===== config.mk =====
export PLATFORM = sky130hd
export DESIGN_NAME = chiplib_clk_gen_ctrl
export DESIGN_NICKNAME = d
export VERILOG_FILES = /design/src/rtl/chiplib_clk_pkg.sv /design/src/rtl/chiplib_clk_gen_ctrl_divn.sv /design/src/rtl/chiplib_clk_gen_ctrl.sv
export SDC_FILE = /design/constraint.sdc
export NUM_CORES = 1
export LEC_CHECK = 0
export BUFFER_PORTS_ARGS = -buffer_cell sky130_fd_sc_hd__buf_4
export CAP_MARGIN = 10
export CORE_MARGIN = 1
export CORE_UTILIZATION = 30
export DETAILED_ROUTE_END_ITERATION = 8
export GPL_TIMING_DRIVEN = 0
export PLACE_DENSITY = 0.48
export SKIP_LAST_GASP = 1
export SYNTH_ARGS = -nofsm -noshare
export SYNTH_HDL_FRONTEND = slang
export SYNTH_HIERARCHICAL = 1
export SYNTH_SLANG_ARGS = --single-unit

===== constraint.sdc =====
create_clock -name clk -period 2.7 [get_ports clk]
set_input_delay 0.135 -clock clk [delete_from_list [all_inputs] [get_ports clk]]
set_output_delay 0.135 -clock clk [all_outputs]
set_load 0.01 [all_outputs]

===== src/rtl/chiplib_clk_pkg.sv =====
`default_nettype none
// ============================================================================
// Module   : chiplib_clk_pkg
// Purpose  : Shared definitions for the chiplib clock-generation stage:
//            mux select encodings, select-sequencer state type and the
//            default park length.
// Revision : 1.0 - initial release
// ============================================================================
package chiplib_clk_pkg;

    // Encodings of the downstream 4:1 clock mux select input
    localparam logic [1:0] SEL_CLK  = 2'd0;
    localparam logic [1:0] SEL_DIV2 = 2'd1;
    localparam logic [1:0] SEL_DIV4 = 2'd2;
    localparam logic [1:0] SEL_DIVN = 2'd3;

    // Default number of cycles the divided clocks are parked low
    localparam int DEF_PARK_CYC = 4;

    // Select-sequencer states
    typedef enum logic [1:0] {
        ST_IDLE    = 2'd0,
        ST_PARK    = 2'd1,
        ST_RESTART = 2'd2
    } clk_state_t;

endpackage
`default_nettype wire


===== src/rtl/chiplib_clk_gen_ctrl_divn.sv =====
`default_nettype none
// ============================================================================
// Module   : chiplib_clk_divn
// Purpose  : Programmable divide-by-N clock generator. Counter runs 0..N-1,
//            output is high while count < N/2 (floor). N is resampled from
//            ratio only at the wrap or on a restart, so a ratio change never
//            truncates the period in flight.
// Ports    : clk     - core clock
//            rst_n   - asynchronous active-low reset
//            clr     - restart: next enabled cycle begins a fresh period
//            en      - 1 = run, 0 = counter and output held at 0
//            ratio   - requested N (values below 2 behave as 2)
//            clk_out - registered divided clock
// Revision : 1.0 - initial release
// ============================================================================
module chiplib_clk_divn #(
    parameter int CNT_W = 8
) (
    input  logic             clk,
    input  logic             rst_n,
    input  logic             clr,
    input  logic             en,
    input  logic [CNT_W-1:0] ratio,
    output logic             clk_out
);

    logic [CNT_W-1:0] r_cnt;
    logic [CNT_W-1:0] r_n;
    logic [CNT_W-1:0] w_eff_n;
    logic [CNT_W-1:0] w_cnt_inc;
    logic             w_wrap;
    logic             r_out;

    assign w_eff_n   = (ratio < CNT_W'(2)) ? CNT_W'(2) : ratio;
    assign w_cnt_inc = r_cnt + CNT_W'(1);
    // r_n is never below 2, so N-1 cannot underflow
    assign w_wrap    = (r_cnt == (r_n - CNT_W'(1)));

    // Output is decoded from the *next* count so the flop tracks the counter
    // with no extra cycle of lag and no combinational path to the pin.
    always_ff @(posedge clk or negedge rst_n) begin
        if (!rst_n) begin
            r_cnt <= '0;
            r_n   <= CNT_W'(2);
            r_out <= 1'b0;
        end else if (!en) begin
            r_cnt <= '0;
            r_out <= 1'b0;
        end else if (clr || w_wrap) begin
            r_cnt <= '0;
            r_n   <= w_eff_n;
            r_out <= 1'b1;
        end else begin
            r_cnt <= w_cnt_inc;
            r_out <= (w_cnt_inc < (r_n >> 1));
        end
    end

    assign clk_out = r_out;

endmodule
`default_nettype wire


===== src/rtl/chiplib_clk_gen_ctrl.sv =====
`default_nettype none
// ============================================================================
// Module   : chiplib_clk_gen_ctrl
// Purpose  : Clock-generation stage ahead of the chiplib 4:1 clock mux.
//            Produces div2 / div4 / divN clocks and sequences mux select
//            changes through a park window (all divided clocks low, select
//            flipped mid-park) followed by a phase-aligned restart.
// Ports    : clk, rst_n            - core clock, async active-low reset
//            div_en                - run dividers (0 = outputs/counters at 0)
//            div_ratio[CNT_W]      - divN ratio (<2 behaves as 2)
//            sel_req[2],sel_req_vld- select request and one-cycle strobe
//            sel_ack               - one-cycle pulse when a switch completes
//            busy                  - switch in progress
//            mux_sel[2]            - downstream mux select
//            clk_div2/4/n          - registered divided clocks
// Options  : CHIPLIB_CLKGEN_SAME_SEL_SKIP_EN - a request equal to the current
//            mux_sel is acknowledged next cycle without parking the clocks.
// Revision : 1.0 - initial release
// ============================================================================
module chiplib_clk_gen_ctrl
    import chiplib_clk_pkg::*;
#(
    parameter int CNT_W    = 8,
    parameter int PARK_CYC = DEF_PARK_CYC
) (
    input  logic             clk,
    input  logic             rst_n,
    input  logic             div_en,
    input  logic [CNT_W-1:0] div_ratio,
    input  logic [1:0]       sel_req,
    input  logic             sel_req_vld,
    output logic             sel_ack,
    output logic             busy,
    output logic [1:0]       mux_sel,
    output logic             clk_div2,
    output logic             clk_div4,
    output logic             clk_divn
);

    localparam int           PW        = $clog2(PARK_CYC);
    localparam logic [PW-1:0] PARK_LAST = PW'(PARK_CYC - 1);
    localparam logic [PW-1:0] PARK_MID  = PW'(PARK_CYC / 2 - 1);

    clk_state_t    r_state;
    clk_state_t    w_state_nxt;
    logic [PW-1:0] r_park_cnt;
    logic [1:0]    r_sel_lat;
    logic [1:0]    r_mux_sel;
    logic          w_accept;
    logic          w_same;
    logic          r_skip_ack;

    logic          w_active;
    logic          r_run;
    logic [1:0]    r_cnt4;
    logic [1:0]    w_cnt4_nxt;
    logic          r_div2;
    logic          r_div4;

    assign w_accept = (r_state == ST_IDLE) && sel_req_vld;

`ifdef CHIPLIB_CLKGEN_SAME_SEL_SKIP_EN
    assign w_same = (sel_req == r_mux_sel);
`else
    assign w_same = 1'b0;
`endif

    // ---------------------------------------------------------------- FSM
    always_ff @(posedge clk or negedge rst_n) begin
        if (!rst_n) begin
            r_state <= ST_IDLE;
        end else begin
            r_state <= w_state_nxt;
        end
    end

    always_comb begin
        w_state_nxt = r_state;
        case (r_state)
            ST_IDLE:    if (w_accept && !w_same)      w_state_nxt = ST_PARK;
            ST_PARK:    if (r_park_cnt == PARK_LAST)  w_state_nxt = ST_RESTART;
            ST_RESTART: w_state_nxt = ST_IDLE;
            default:    w_state_nxt = ST_IDLE;
        endcase
    end

    always_comb begin
        busy    = (r_state != ST_IDLE);
        sel_ack = (r_state == ST_RESTART) || r_skip_ack;
    end

    // Park counter, latched request and the mid-park select update
    always_ff @(posedge clk or negedge rst_n) begin
        if (!rst_n) begin
            r_park_cnt <= '0;
            r_sel_lat  <= SEL_CLK;
            r_mux_sel  <= SEL_CLK;
            r_skip_ack <= 1'b0;
        end else begin
            r_park_cnt <= (r_state == ST_PARK) ? r_park_cnt + PW'(1) : '0;
            if (w_accept) begin
                r_sel_lat <= sel_req;
            end
            if ((r_state == ST_PARK) && (r_park_cnt == PARK_MID)) begin
                r_mux_sel <= r_sel_lat;
            end
            r_skip_ack <= w_accept && w_same;
        end
    end

    assign mux_sel = r_mux_sel;

    // ------------------------------------------------------------ dividers
    // Clocks run only in cycles that will be IDLE; park and restart cycles
    // hold them low. r_run remembers whether the previous cycle ran, so the
    // first running cycle after any stop starts every divider at count 0
    // and all three clocks rise together.
    assign w_active   = div_en && (w_state_nxt == ST_IDLE);
    assign w_cnt4_nxt = (w_active && r_run) ? r_cnt4 + 2'd1 : 2'd0;

    always_ff @(posedge clk or negedge rst_n) begin
        if (!rst_n) begin
            r_run  <= 1'b0;
            r_cnt4 <= 2'd0;
            r_div2 <= 1'b0;
            r_div4 <= 1'b0;
        end else begin
            r_run  <= w_active;
            r_cnt4 <= w_cnt4_nxt;
            r_div2 <= w_active && !w_cnt4_nxt[0];
            r_div4 <= w_active && (w_cnt4_nxt < 2'd2);
        end
    end

    assign clk_div2 = r_div2;
    assign clk_div4 = r_div4;

    chiplib_clk_divn #(
        .CNT_W   (CNT_W)
    ) u_divn (
        .clk     (clk),
        .rst_n   (rst_n),
        .clr     (!r_run),
        .en      (w_active),
        .ratio   (div_ratio),
        .clk_out (clk_divn)
    );

endmodule
`default_nettype wire


Word level (Yosys, flattened, before mapping)

Index checks and enable logic that the tools add are counted.

Input bits: 14
Output and inout port bits: 7
Flip-flop bits (word level): 30

Eq/ne operators: 5
Muxes and demuxes: 10
Order comparisons: 3
Reduce and logical (&&, ||, !) cells: 13
Add/subtract/negate cells: 4

Operators with widths:

| operator                                           | number |
|---|---|
| two-way mux 8 bit                                  | 3 |
| adder 8 x 1 -> 8 bit, second input constant        | 1 |
| == test 8 bit                                      | 1 |
| < comparator 8 x 2 -> 1 bit, second input constant | 1 |
| < comparator 8 x 7 -> 1 bit                        | 1 |
| two-way mux 2 bit                                  | 4 |
| subtractor 8 x 1 -> 8 bit, second input constant   | 1 |
| logical AND 1 bit                                  | 6 |
| adder 2 x 1 -> 2 bit, second input constant        | 2 |
| == test 2 x 1 -> 1 bit, second input constant      | 2 |
| == test 2 bit, second input constant               | 2 |
| zero test 2 bit                                    | 2 |
| one-hot mux 2 bit (2 select lines)                 | 1 |
| zero test 1 bit                                    | 2 |
| < comparator 2 bit, second input constant          | 1 |
| two-way mux 1 bit                                  | 2 |
| AND reduction 2 bit                                | 1 |
| nonzero test 2 bit                                 | 1 |
| logical OR 1 bit                                   | 1 |

Depth between registers and ports, before layout

Depth after elaboration: 10
Mapped depth: 8
Depth with buffers taken out: 8

By module

The synthesis kept the hierarchy.

By module, submodules not included:

| module               | area an instance (µm²) | cells an instance | times used |
|---|---|---|---|
| chiplib_clk_divn     | 1137.3                 | 116               | 1 |
| chiplib_clk_gen_ctrl | 534.3                  | 40                | 1 |

Worst setup path before layout

Ideal clock, no wire load.

Path type: register to register
Start: register u_divn.r_n[1]
End: register u_divn.r_n[2]
Buffers on the path: 0
Data required time: 2575 ps
Library setup time: 125 ps
Data arrival time: 2483 ps
Clock period less this slack: 2608 ps
Slack: 92 ps
Stages on the path, launching flop included: 9
Cell sequence: dfstp_2 > inv_1 > ha_1 > or2_1 > a32oi_1 > o2111ai_1 > or3_4 > o31ai_4 > mux2_2

Longest elaborated chain between the ends: 4

Ends and longest elaborated chain:

| item                                 | RTL line                        | text |
|---|---|---|
| from (decl)                          | chiplib_clk_gen_ctrl_divn.sv:28 | `logic [CNT_W-1:0] r_n;` |
| from (signal assigned)               | chiplib_clk_gen_ctrl_divn.sv:51 | `r_n <= w_eff_n;` |
| subtractor 8 x 1 -> 8 bit            | chiplib_clk_gen_ctrl_divn.sv:37 | `assign w_wrap = (r_cnt == (r_n - CNT_W'(1)));` |
| == test 8 bit                        | chiplib_clk_gen_ctrl_divn.sv:37 |  |
| logical OR 1 bit                     | chiplib_clk_gen_ctrl_divn.sv:49 | `end else if (clr \|\| w_wrap) begin` |
| AND reduction 2 bit (no source line) | --                              |  |

Every way passes these cells.
A chain may end at the register's enable or synchronous reset.

Worst setup path in the final report

Start: register u_divn.r_n[1]
End: register u_divn.r_n[5]

The elaborated chain is that of the path after synthesis.

==> metrics <==
CP Cell Sequence=inv_1, ha_2, or2_1, a32oi_1, o2111ai_1, or3_4, o31ai_4, buf_12, mux2_2; initial drt markers=20; Die H=76.65 um; Rows=26; crit path kind=register to register; Final Worst Setup Slack=0.1228 ns; 1st-pass router iterations=4; Slew @ Worst Pin=roughly 0.44 ns; diode count=0; post-route clock period utilization=between 90 and 100%; Layout Cells excl Fill=about 260; relative slew slack=a little over two thirds; ys async rst share=100.0%; Crit path buffers/inverters=2; fillers=550; Post-Place Cells=246; share of cells above drive strength 1=a little over a quarter; antenna violations before repair=0; TritonCTS clock tree=yes; DR vias/cell=approximately 4.8; ys flop type=dfrtp_1; crit end category=register; Die ar.=5874 um2; register bit total from synthesis=30; RSZ-0062 raised after global routing=true; vias in the first global route=1262; total grt overflow=0; Max rail drop VDD=316.5 uV; fmax=388.0 MHz; clock buffer depth=2; Critical Path RT=2.86 ns; PwrDens=873.4 nW/um2; clk_skew=0.005638 ns; library cells used by synthesis=40; post-synthesis instance total=156; maximum fanout along the worst path=8; Syn Area/Cell=10.72 um2; peak per-stage delay on the critical path=approximately 0.55 ns; Worst-Skew Late Latency=0.28 ns; Layout area overhead=22.83%; Post-DP HPWL=2443 um; Synth Cell Area=1672 um2; routed via count=1233; first-pass GRT wire length=5644 um; # IOs=21; Total GRT Usage=12.33%; initial core utilization=31.92%; Routed WL per cell=approximately 12 um; pre-CTS setup slack=-0.2132 ns; clock sink total=30; TritonCTS buffer count=5; Lkg Pwr=0.0009568 uW; antenna-violating nets left=0; EDFF count, synth=0; run status=finished clean; Die Wd=roughly 77 um; CP delay by family, top=simple AND/OR/NAND/NOR gates; max_cap viols=0; CP Launch Type=register; crit path DAT=2.74 ns; fin nets=roughly 210; Final Setup Violations=0; register area share after synthesis=roughly 45%; most frequent cells in the layout=dfrtp_1, buf_4, inv_1; slowest CP cell=dfstp_2; final hold violations=0; Clock transition at path regs=~0.060 ns; Clock H-tree levels=2; area of the core=5238 um2; drt drc=0; largest net degree at the start of global routing=31; WL final=between 3000 and 4000 um; RD Place Congestion=0.7957; Root Driver=clkbuf_8; worst min path class=primary input to register; Yosys Warn Count=6; Slew Viols, Final=0; I/O Buffers=20; min Tclk post-route=2.577 ns; Syn Nets=180; commonest non-fill, non-tap cell in the layout=dfrtp_1
## stage by stage
stage / power [uW] / hold slack (ns) / area (um2) / setup TNS [ns] / util (%)
global route: 1953 / 0.08642 / 2053 / -0.01744 / 39.20
floorplan: 1206 / -0.1606 / 1672 / 0 / -
global placement: 1396 / 0.07966 / 1909 / -0.9526 / 36.45
finish: 1793 / 0.08841 / 2053 / 0 / 39.20
CTS: 1806 / 0.08027 / 2038 / 0 / 38.92
detailed placement: 1422 / 0.08403 / 1909 / -1.295 / 36.45
## flip-flops by register name, indices dropped and copies added, names as in the netlist
signal	flops
u_divn/r_n	8
u_divn/clk_out	1
r_state	2
u_divn/r_cnt	8
clk_div2	1
clk_div4	1
r_run	1
r_sel_lat	2
r_cnt4	2
r_park_cnt	2
mux_sel	2
## worst register-to-register path, stage by stage (launching register included)
cell       delay, ns
dfstp_2         0.55
inv_1           0.06
ha_2            0.21
or2_1           0.23
a32oi_1         0.19
o2111ai_1       0.13
or3_4           0.38
o31ai_4         0.22
buf_12          0.16
mux2_2          0.33
## final cells by class
class / count / area [um2] / share of cell area, %
clock buffer: 5 / 68.82 / 3.352
clock inverter: 2 / 10.01 / 0.4875
inverter: 15 / 56.30 / 2.742
multi-input combinational: 111 / 875.8 / 42.66
sequential: 30 / 752.0 / 36.62
tap: 70 / 87.58 / 4.266
timing repair buffer: 25 / 202.7 / 9.872
## synth_stat cells, types with 2 or more instances
master / n / share of area [%]
a21boi_0: 2 / 0.90
a21oi_1: 4 / 1.2
and3_1: 3 / 1.1
dfrtp_1: 29 / 43
ha_1: 10 / 7.5
inv_1: 15 / 3.4
mux2_1: 2 / 1.3
mux2_2: 8 / 5.4
mux2i_1: 2 / 1.2
nand2_1: 7 / 1.6
nand2b_1: 2 / 0.75
nand3_1: 4 / 1.2
nor2_1: 12 / 2.7
nor2b_1: 6 / 2.2
nor3_1: 5 / 1.5
nor4_1: 3 / 1.1
o2111ai_1: 2 / 1.0
o21ai_0: 4 / 1.2
xnor2_1: 10 / 5.2
xor2_1: 6 / 3.1
## layer usage
| metal | track usage [%] | vias to the layer above | wire, um | share of wire (%) |
|---|---|---|---|---|
| met5 | 0 | - | 0 | 0 |
| met4 | 5.192 | 0 | 51 | 1.6 |
| met3 | 3.593 | 8 | 146 | 4.6 |
| met2 | 20.72 | 28 | 1592 | 50 |
| met1 | 14.61 | 591 | 1406 | 44 |
| li1 | - | 606 | - | - |
## kinds of logic after synthesis
group	after synthesis	synth area share, %
compound gates	20	9.657
xor+xnor	16	8.383
fa+ha+maj	10	7.485
buf+inv	15	3.368
flops	30	44.99
mux	12	7.934
simple gates	53	18.19
## power breakdown
group / switching, uW / total [uW] / internal, uW
Sequential: 139 / 732 / 593
Combinational: 348 / 729 / 381
Clock: 161 / 333 / 172
## path summary, 6_finish.rpt
| kind | startpoint | to | slack (ns) | depth (start not counted) |
|---|---|---|---|---|
| max in group asynchronous | rst_n | u_divn/r_n[1] | 2.06 | 2 |
| hold reg to reg | r_park_cnt[0] | r_park_cnt[0] | 0.47 | 1 |
| hold / removal | sel_req[1] | r_sel_lat[1] | 0.09 | 2 |
| setup / recovery | u_divn/r_n[1] | u_divn/r_n[5] | 0.12 | 9 |
| setup reg to reg | u_divn/r_n[1] | u_divn/r_n[5] | 0.12 | 9 |
| min in group asynchronous | rst_n | r_state[0] | 0.33 | 2 |
## repair_timing
action / 4_1_cts / 5_1_grt
gates resized for setup: 2 / 0
buffers inserted: 2 / 2
endpoints found under the hold margin: 29 / 0
endpoints found under the setup margin: 13 / 8
hold buffers: 1 / 0
pin swaps: 1 / 1
Power figures use the tool's default switching activity.
